## src/rtl/jtcop_sndcmd_mem.sv

```systemverilog
// Command queue storage: DEPTH x DW register array.
// One synchronous write port, one asynchronous read port, so the head of the
// queue is visible combinationally at the read pointer.
// Ports:
//   clk    - system clock
//   we     - write enable
//   waddr  - write address (write pointer)
//   wdata  - write data
//   raddr  - read address (read pointer)
//   rdata  - asynchronous read data
// Contents are not reset; the pointers and count in the parent decide what is valid.
module jtcop_sndcmd_mem #(
  parameter int DW = 8,
  parameter int AW = 2
) (
  input  logic          clk,
  input  logic          we,
  input  logic [AW-1:0] waddr,
  input  logic [DW-1:0] wdata,
  input  logic [AW-1:0] raddr,
  output logic [DW-1:0] rdata
);
  logic [DW-1:0] ram [2**AW];

  always_ff @(posedge clk) begin
    if (we) ram[waddr] <= wdata;
  end

  assign rdata = ram[raddr];
endmodule

```

## src/rtl/jtcop_sndcmd.sv

```systemverilog
// Sound command queue between the main CPU and the sound CPU.
// Replaces the single sound latch + NMI flip-flop with a DEPTH-entry FIFO so
// back-to-back commands are kept. The NMI stays asserted while commands remain.
// Ports:
//   clk, rst - clock, synchronous active-high reset
//   snreq    - main-CPU command strobe (level); a rising edge pushes latch
//   latch    - command byte, sampled on the push cycle
//   sn_rd    - one-cycle pop strobe from the sound CPU
//   dout     - head-of-queue byte; last popped byte when empty
//   nmin     - active-low NMI to the sound CPU
//   empty    - queue empty
//   full     - queue full
//   count    - entries held, 0..DEPTH
//   ovf      - sticky overflow flag
//   ovf_clr  - clears ovf (a simultaneous new overflow wins)
// Parameters:
//   OVF_MODE 0: drop the new byte when full, 1: overwrite the oldest byte
//   NMI_MODE 0: level NMI, 1: NMI released for REARM cycles after each pop
//            that leaves commands pending, so an edge-triggered NMI re-fires
module jtcop_sndcmd #(
  parameter int DW       = 8,
  parameter int AW       = 2,
  parameter int OVF_MODE = 0,
  parameter int NMI_MODE = 0,
  parameter int REARM    = 4
) (
  input  logic          clk,
  input  logic          rst,
  input  logic          snreq,
  input  logic [DW-1:0] latch,
  input  logic          sn_rd,
  output logic [DW-1:0] dout,
  output logic          nmin,
  output logic          empty,
  output logic          full,
  output logic [AW:0]   count,
  output logic          ovf,
  input  logic          ovf_clr
);
  localparam int          DEPTH   = 2**AW;
  localparam int          RW      = 8;
  localparam logic [AW:0] DEPTH_C = (AW+1)'(DEPTH);
  localparam logic [RW-1:0] REARM_C = RW'(REARM);
  localparam logic        OVW     = (OVF_MODE != 0);

  logic          snreq_l;
  logic [AW-1:0] wr_ptr, rd_ptr;
  logic [DW-1:0] last, head;
  logic [AW:0]   count_nxt;
  logic          push, pop, we, ovf_set, adv_rd;

  assign empty   = (count == '0);
  assign full    = (count == DEPTH_C);
  assign push    = snreq & ~snreq_l;
  assign pop     = sn_rd & ~empty;
  assign ovf_set = push & full & ~pop;
  // write unless the queue is full with no pop and we are in drop mode
  assign we      = push & (~full | pop | OVW);
  // in overwrite mode an overflow discards the oldest entry
  assign adv_rd  = pop | (ovf_set & OVW);
  assign dout    = empty ? last : head;

  always_comb begin
    count_nxt = count;
    if (push & ~full & ~pop)  count_nxt = count + 1'b1;
    else if (pop & ~push)     count_nxt = count - 1'b1;
  end

  jtcop_sndcmd_mem #(.DW(DW), .AW(AW)) u_mem (
    .clk   (clk),
    .we    (we),
    .waddr (wr_ptr),
    .wdata (latch),
    .raddr (rd_ptr),
    .rdata (head)
  );

  always_ff @(posedge clk) begin
    if (rst) begin
      snreq_l <= 1'b1; // a strobe held through reset must not push
      wr_ptr  <= '0;
      rd_ptr  <= '0;
      count   <= '0;
      last    <= '0;
      ovf     <= 1'b0;
    end else begin
      snreq_l <= snreq;
      count   <= count_nxt;
      if (we)     wr_ptr <= wr_ptr + 1'b1;
      if (adv_rd) rd_ptr <= rd_ptr + 1'b1;
      if (pop)    last   <= head;
      if (ovf_set)      ovf <= 1'b1;
      else if (ovf_clr) ovf <= 1'b0;
    end
  end

  generate
    if (NMI_MODE == 0) begin : g_level
      always_ff @(posedge clk) begin
        if (rst) nmin <= 1'b1;
        else     nmin <= (count_nxt == '0);
      end
    end else begin : g_rearm
      logic [RW-1:0] rearm_cnt;
      always_ff @(posedge clk) begin
        if (rst) begin
          nmin      <= 1'b1;
          rearm_cnt <= '0;
        end else if (pop) begin
          // release NMI; if commands remain, re-assert after REARM cycles
          nmin      <= 1'b1;
          rearm_cnt <= (count_nxt != '0) ? REARM_C : '0;
        end else begin
          if (push & empty) nmin <= 1'b0;
          if (rearm_cnt != '0) begin
            rearm_cnt <= rearm_cnt - 1'b1;
            if (rearm_cnt == RW'(1)) nmin <= 1'b0;
          end
        end
      end
    end
  endgenerate
endmodule

```

## config.mk

```make
export PLATFORM = sky130hd
export DESIGN_NAME = jtcop_sndcmd
export DESIGN_NICKNAME = d
export VERILOG_FILES = /design/src/rtl/jtcop_sndcmd_mem.sv /design/src/rtl/jtcop_sndcmd.sv
export SDC_FILE = /design/constraint.sdc
export NUM_CORES = 1
export LEC_CHECK = 0
export BUFFER_PORTS_ARGS = -buffer_cell sky130_fd_sc_hd__buf_2
export CORE_AREA = 2 2 66 68
export DETAILED_ROUTE_END_ITERATION = 7
export DIE_AREA = 0 0 68 70
export GPL_TIMING_DRIVEN = 0
export PLACE_DENSITY = 0.75
export SYNTH_ARGS = -nofsm -noshare
export SYNTH_HDL_FRONTEND = slang
export SYNTH_SLANG_ARGS = --single-unit
```

## constraint.sdc

```tcl
create_clock -name clk -period 1.9 [get_ports clk]
set_input_delay 0 -clock clk [delete_from_list [all_inputs] [get_ports clk]]
set_output_delay 0 -clock clk [all_outputs]
set_load 0.005 [all_outputs]
```

==> impl_metrics.ini, run 1 <==
[final_layout]
multi_input_comb_area_sq_um = 749
drive_gt1_share_pct = 35.5
finalInstanceArea_sq_um = 2580
seqCellArea_sq_um = 1360
nets = 216
n_antenna_cell = 0
fin_util_pct = 62.3
fillers = 303
syn_to_final_growth_pct = 19.5
stdcell_count = 249

[worst_hold_path]
hold_end = ovf$_SDFFE_PP0P_
hp-start = sn_rd
hold_class = input port to flop
worstHoldPathCells = 4

[timing]
relSlewSlack_pct = 69.3
final_max_slew_viol_count = 0
period_share_pct = 93.3
setup_viol = 0
final-hold-violation-count = 0
clock.fmax_mhz = 564
tightestPinTransition_ns = 0.460
fin_crit_ns = 1.77
hold_ws_ns = 0.0868
finClkSkew_ns = 0.00643
rsz0062_at_grt = false

[global_route]
grt_start_max_net_pins = 16
antenna_found_initial = 0
gr-usage-all-layers_pct = 18.5
grt_pass1_vias = 1372
gr-total-overflow = 0
grt_pass1_wl_mm = 6.38

[routing]
dr.max_layer_used = met4
met2WireLength_mm = 2.17
drc = 0
drtIter0Drc = 67
wire_per_inst_microns = 15.5
met1_length_mm = 1.51
met3_wirelength_microns = 137
wl_mm = 3.87
via_per_inst = 5.32
vias = 1324
drt_first_pass_iters = 4
ant_nets = 0

[outcome]
status = finished, final reports clean

[clocking]
cts_max_path_buffers = 2
htreeDepth = 2
clk_latency_ns = 0.29
cts_setup_buffers = 0
cts_tree = yes
cts.sinks = 52
clk_pin_slew_ns = 0.09
cts-root-buf = clkbuf_8
numCtsBuffers = 5

[worst_setup_path]
path_class = flop to primary output
cp-start-kind = flop
timing.rr.start = count[0]$_SDFF_PP0_
cp-end-kind = primary output
cp_max_fo = 8
r2r_slack_ns = 0.15
arrival_ns = 1.77
reg2regPathDepth = 6
cp.required_ns = 1.90
rr_endpoint = u_mem.ram[1][3]$_DFFE_PP_

[place]
place_area_sq_um = 2360
place_congestion = 0.703
dp.cells = 232
dp.final_hpwl_mm = 2.91
portBuffers = 27

[synthesis]
syn-num-nets = 173
yosysWarnings = 0
yosysUniqueCellTypes = 31
synth_seq_cells = 52
avgSynthCellArea_sq_um = 14.1
synthesis.area_sq_um = 2160
ys_seq_area_share_pct = 63.0
netlist_instances = 153

[floorplanning]
die_h_microns = 70
rows = 24
core_sq_um = 4140
ios = 28
start_util_pct = 52.1
die_w_microns = 68
dieArea_sq_um = 4760

[pwr]
p_per_area_nw_per_um2 = 1250
ir_drop_mv = 0.812
power.leakage_nw = 0.980
p_total_mw = 3.22

[run]
drv_cap = 0
cell usage in the layout (no fill, tap or decap), types with 3 or more instances in the layout:
cell type,Yosys,layout
dfxtp_1,20,18
clkbuf_8,0,5
nor2_1,11,10
dlygate4sd3_1,0,10
buf_2,2,28
inv_1,6,6
and2_2,0,3
nand2_1,19,19
clkbuf_1,3,3
a21oi_1,11,11
mux4_2,8,8
ha_1,7,7
mux2_2,8,8
edfxtp_1,32,32
flip-flops by register name, indices dropped and copies added, names as in the netlist, named ones only:
| register | flops |
|---|---|
| last | 8 |
| nmin | 1 |
| u_mem.ram | 32 |
| count | 3 |
| rd_ptr | 2 |
| ovf | 1 |
| wr_ptr | 2 |
| snreq_l | 1 |
logic make-up (layout without fill, tap and decap cells):
logic type	after synthesis	after routing	share of synthesized area (%)
AO/OA/AOI/OAI	14	14	4.05
buffers and inverters	13	57	2.72
XOR/XNOR	3	3	1.22
multiplexers	19	19	14.4
AND/OR/NAND/NOR	45	45	10.6
adder cells (fa/ha/maj)	7	7	4.05
flip-flops	52	52	63.0
layer usage:
layer | track usage, % | vias to the layer above
met5 | 0 | -
met4 | 5.33 | 0
met3 | 3.86 | 6
met2 | 33.9 | 27
met1 | 21.1 | 663
li1 | - | 628
worst max-delay path by stage:
stage / startpoint / slack (ns) / to / cells after the start
final: flop / 0.13 / dout[4] / 4
after global routing: count[0]$_SDFF_PP0_ / 0.05 / dout[5] / 6
after CTS: flop / 0.04 / dout[3] / 4
after detailed placement: count[0]$_SDFF_PP0_ / -0.18 / u_mem.ram[1][7]$_DFFE_PP_ / 6
after global placement: count[0]$_SDFF_PP0_ / -0.06 / u_mem.ram[0][1]$_DFFE_PP_ / 6
after floorplan: count[0]$_SDFF_PP0_ / 0.19 / u_mem.ram[1][0]$_DFFE_PP_ / 6
cell usage after synthesis (all sizes together):
cell type  number  share of area, %
nor2           11               1.9
dfxtp          20                19
nand3           1              0.23
and2            5               1.6
and2b           1              0.35
a21oi          12               3.0
buf             3              0.98
ha              7               4.1
inv             7               1.2
xnor2           2              0.81
nand2          19               3.3
xor2            1              0.41
clkbuf          3              0.52
nor2b           1              0.29
nor3            3               1.4
a221oi          1              0.69
mux2i           1              0.46
a32oi           1              0.41
edfxtp         32                44
mux4            8               8.3
nand2b          3               1.2
mux2           10               5.6
or2             1              0.29
where the power goes:
group | switching, mW | internal (mW) | total [mW] | leakage, nW
registers | 0.0834 | 1.32 | 1.40 | 0.453
clock network | 0.331 | 0.390 | 0.720 | 0.0513
logic | 0.510 | 0.585 | 1.10 | 0.475
metrics by stage:
step	setup TNS (ns)	setup slack, ns
finish	0	0.127
global route	0	0.0469
CTS	0	0.0438
detailed placement	-5.13	-0.181
global placement	-1.90	-0.0612
floorplan	0	0.195
worst max-delay path, cell delays in order (launching register included):
cell	delay [ns]
dfxtp_1	0.35
buf_6	0.17
mux4_2	0.56
mux2_2	0.27
buf_2	0.12
layout make-up:
type	count	area share, %
clock inverter	2	1.36
buffer	5	1.36
clock buffer	6	2.81
tap	52	2.52
multi-input combinational	88	29.0
sequential	52	52.8
timing repair buffer	37	9.11
inverter	7	1.02
timing repair:
action | in CTS | in global routing
resized for setup | 6 | 4
endpoints found under the setup margin | 40 | 33
endpoints found under the hold margin | 34 | 0
hold buffers | 10 | 0
Note: power is estimated with default switching activity, not from simulation.
==> run 2: changes to the inputs <==
GPL_ROUTABILITY_DRIVEN = 0   (was not set)
PLACE_DENSITY = not set   (was 0.75)
PLACE_DENSITY_LB_ADDON = 0.3   (was not set)
==> impl_metrics.ini, run 2 (synthesis gave the netlist of run 1 again) <==
[worst_hold_path]
hp-start = sn_rd
hold_class = input port to flop
hold_end = ovf$_SDFFE_PP0P_
worstHoldPathCells = 4

[worst_setup_path]
path_class = flop to flop
cp-end-kind = flop
r2r_slack_ns = 0.1
timing.rr.start = count[1]$_SDFF_PP0_
arrival_ns = 1.79
cp_max_fo = 8
rr_endpoint = u_mem.ram[3][5]$_DFFE_PP_
cp.required_ns = 1.89
reg2regPathDepth = 6
cp-start-kind = flop
critPathLaunch = count[1]$_SDFF_PP0_

[place]
dp_slack_ns = -0.123
dp.final_hpwl_mm = 2.73
portBuffers = 27

[run]
drv_cap = 0

[pwr]
ir_drop_mv = 0.645
power.leakage_nw = 0.974
p_per_area_nw_per_um2 = 1210

[floorplanning]
rows = 24
die_h_microns = 70
core_sq_um = 4140
die_w_microns = 68
start_util_pct = 52.1
ios = 28
dieArea_sq_um = 4760

[clocking]
cts_max_path_buffers = 2
cts-root-buf = clkbuf_8
htreeDepth = 2
cts.sinks = 52
cts_tree = yes
clk_pin_slew_ns = 0.09
numCtsBuffers = 5
clk_latency_ns = 0.30

[final_layout]
nets = 217
reg.largest.list = u_mem.ram: 32 flops, last: 8 flops, count: 3 flops
n_antenna_cell = 0
largest_reg_flops = 32
largest_register = u_mem.ram
final_common_cell = edfxtp_1
drive_gt1_share_pct = 33.8
mostFrequentLayoutCells = edfxtp_1, buf_2, dfxtp_1
syn_to_final_growth_pct = 18.5

[routing]
vias = 1298
ant_nets = 0
dr.max_layer_used = met4
wl_mm = 3.83
drc = 0
met1_length_mm = 1.61
via_per_inst = 5.19
met3_wirelength_microns = 145
drt_first_pass_iters = 4
drtIter0Drc = 44
wire_per_inst_microns = 15.3
met2WireLength_mm = 2.01

[timing]
fin_crit_ns = 1.80
tightestPinTransition_ns = 0.474
final_max_slew_viol_count = 0
period_share_pct = 94.9
clock.fmax_mhz = 555
tns_ns = 0
rsz0062_at_grt = true
worst_slack_ns = 0.0971
finClkSkew_ns = 0.0123
final-hold-violation-count = 0
setup_viol = 0
relSlewSlack_pct = 68.4

[global_route]
gr-total-overflow = 0
grt_pass1_wl_mm = 6.25
grt_start_max_net_pins = 15
gr-usage-all-layers_pct = 18.2
grt_pass1_vias = 1307
antenna_found_initial = 0

[outcome]
status = finished, final reports clean
## run 2: critical path: stages (launching register included)
cell     delay [ns]
dfxtp_1        0.41
inv_1          0.09
ha_1           0.21
nand2_1        0.12
nor2_1         0.06
nor2_2         0.25
and2_2         0.34
## run 2: worst max path at each step
stage / endpoint / slack [ns] / cells past startpoint
floorplan: u_mem.ram[1][0]$_DFFE_PP_ / 0.19 / 6
global placement: u_mem.ram[2][2]$_DFFE_PP_ / -0.07 / 6
detailed placement: u_mem.ram[1][7]$_DFFE_PP_ / -0.12 / 6
CTS: u_mem.ram[1][1]$_DFFE_PP_ / 0.001 / 6
global route: u_mem.ram[3][1]$_DFFE_PP_ / -0.04 / 6
finish: u_mem.ram[3][5]$_DFFE_PP_ / 0.1 / 6
## run 2: report_power, final
| part | total (mW) | switching [mW] | internal [mW] | leakage (nW) |
|---|---|---|---|---|
| combinational | 1.12 | 0.516 | 0.603 | 0.482 |
| clock | 0.588 | 0.331 | 0.257 | 0.0399 |
| sequential | 1.39 | 0.0777 | 1.31 | 0.453 |
## run 2: cell type report
class,count,area (sq um)
Clock inverter,1,3.75
Inverter,7,26.3
Sequential cell,52,1360
Timing Repair Buffer,38,243
Multi-Input combinational cell,88,751
Buffer,5,35.0
Tap cell,52,65.1
Fill cell,322,1580
Clock buffer,7,76.3
## run 2: through the flow
step                      power [mW]  instances  util [%]  hold WS, ns  cell area (sq um)
after CTS                       3.08        250      61.4       0.0771               2550
after floorplan                 2.15        153         -       0.0989               2160
after global placement          2.43        232      57.0        0.208               2360
after global routing            3.28        250      61.8        0.129               2560
after detailed placement        2.48        232      57.0        0.216               2360
final                           3.10        250      61.8       0.0875               2560
## run 2: metal layers
metal	track usage, %	vias to the layer above
met5	0	-
met4	6.67	0
met3	4.83	7
met2	30.3	23
met1	22.4	640
li1	-	628
## run 2: timing repair
action	in CTS	in global routing
pin swaps	0	1
endpoints found under the hold margin	34	0
hold buffers	10	0
gates resized for setup	4	6
buffers inserted	0	1
endpoints found under the setup margin	32	41
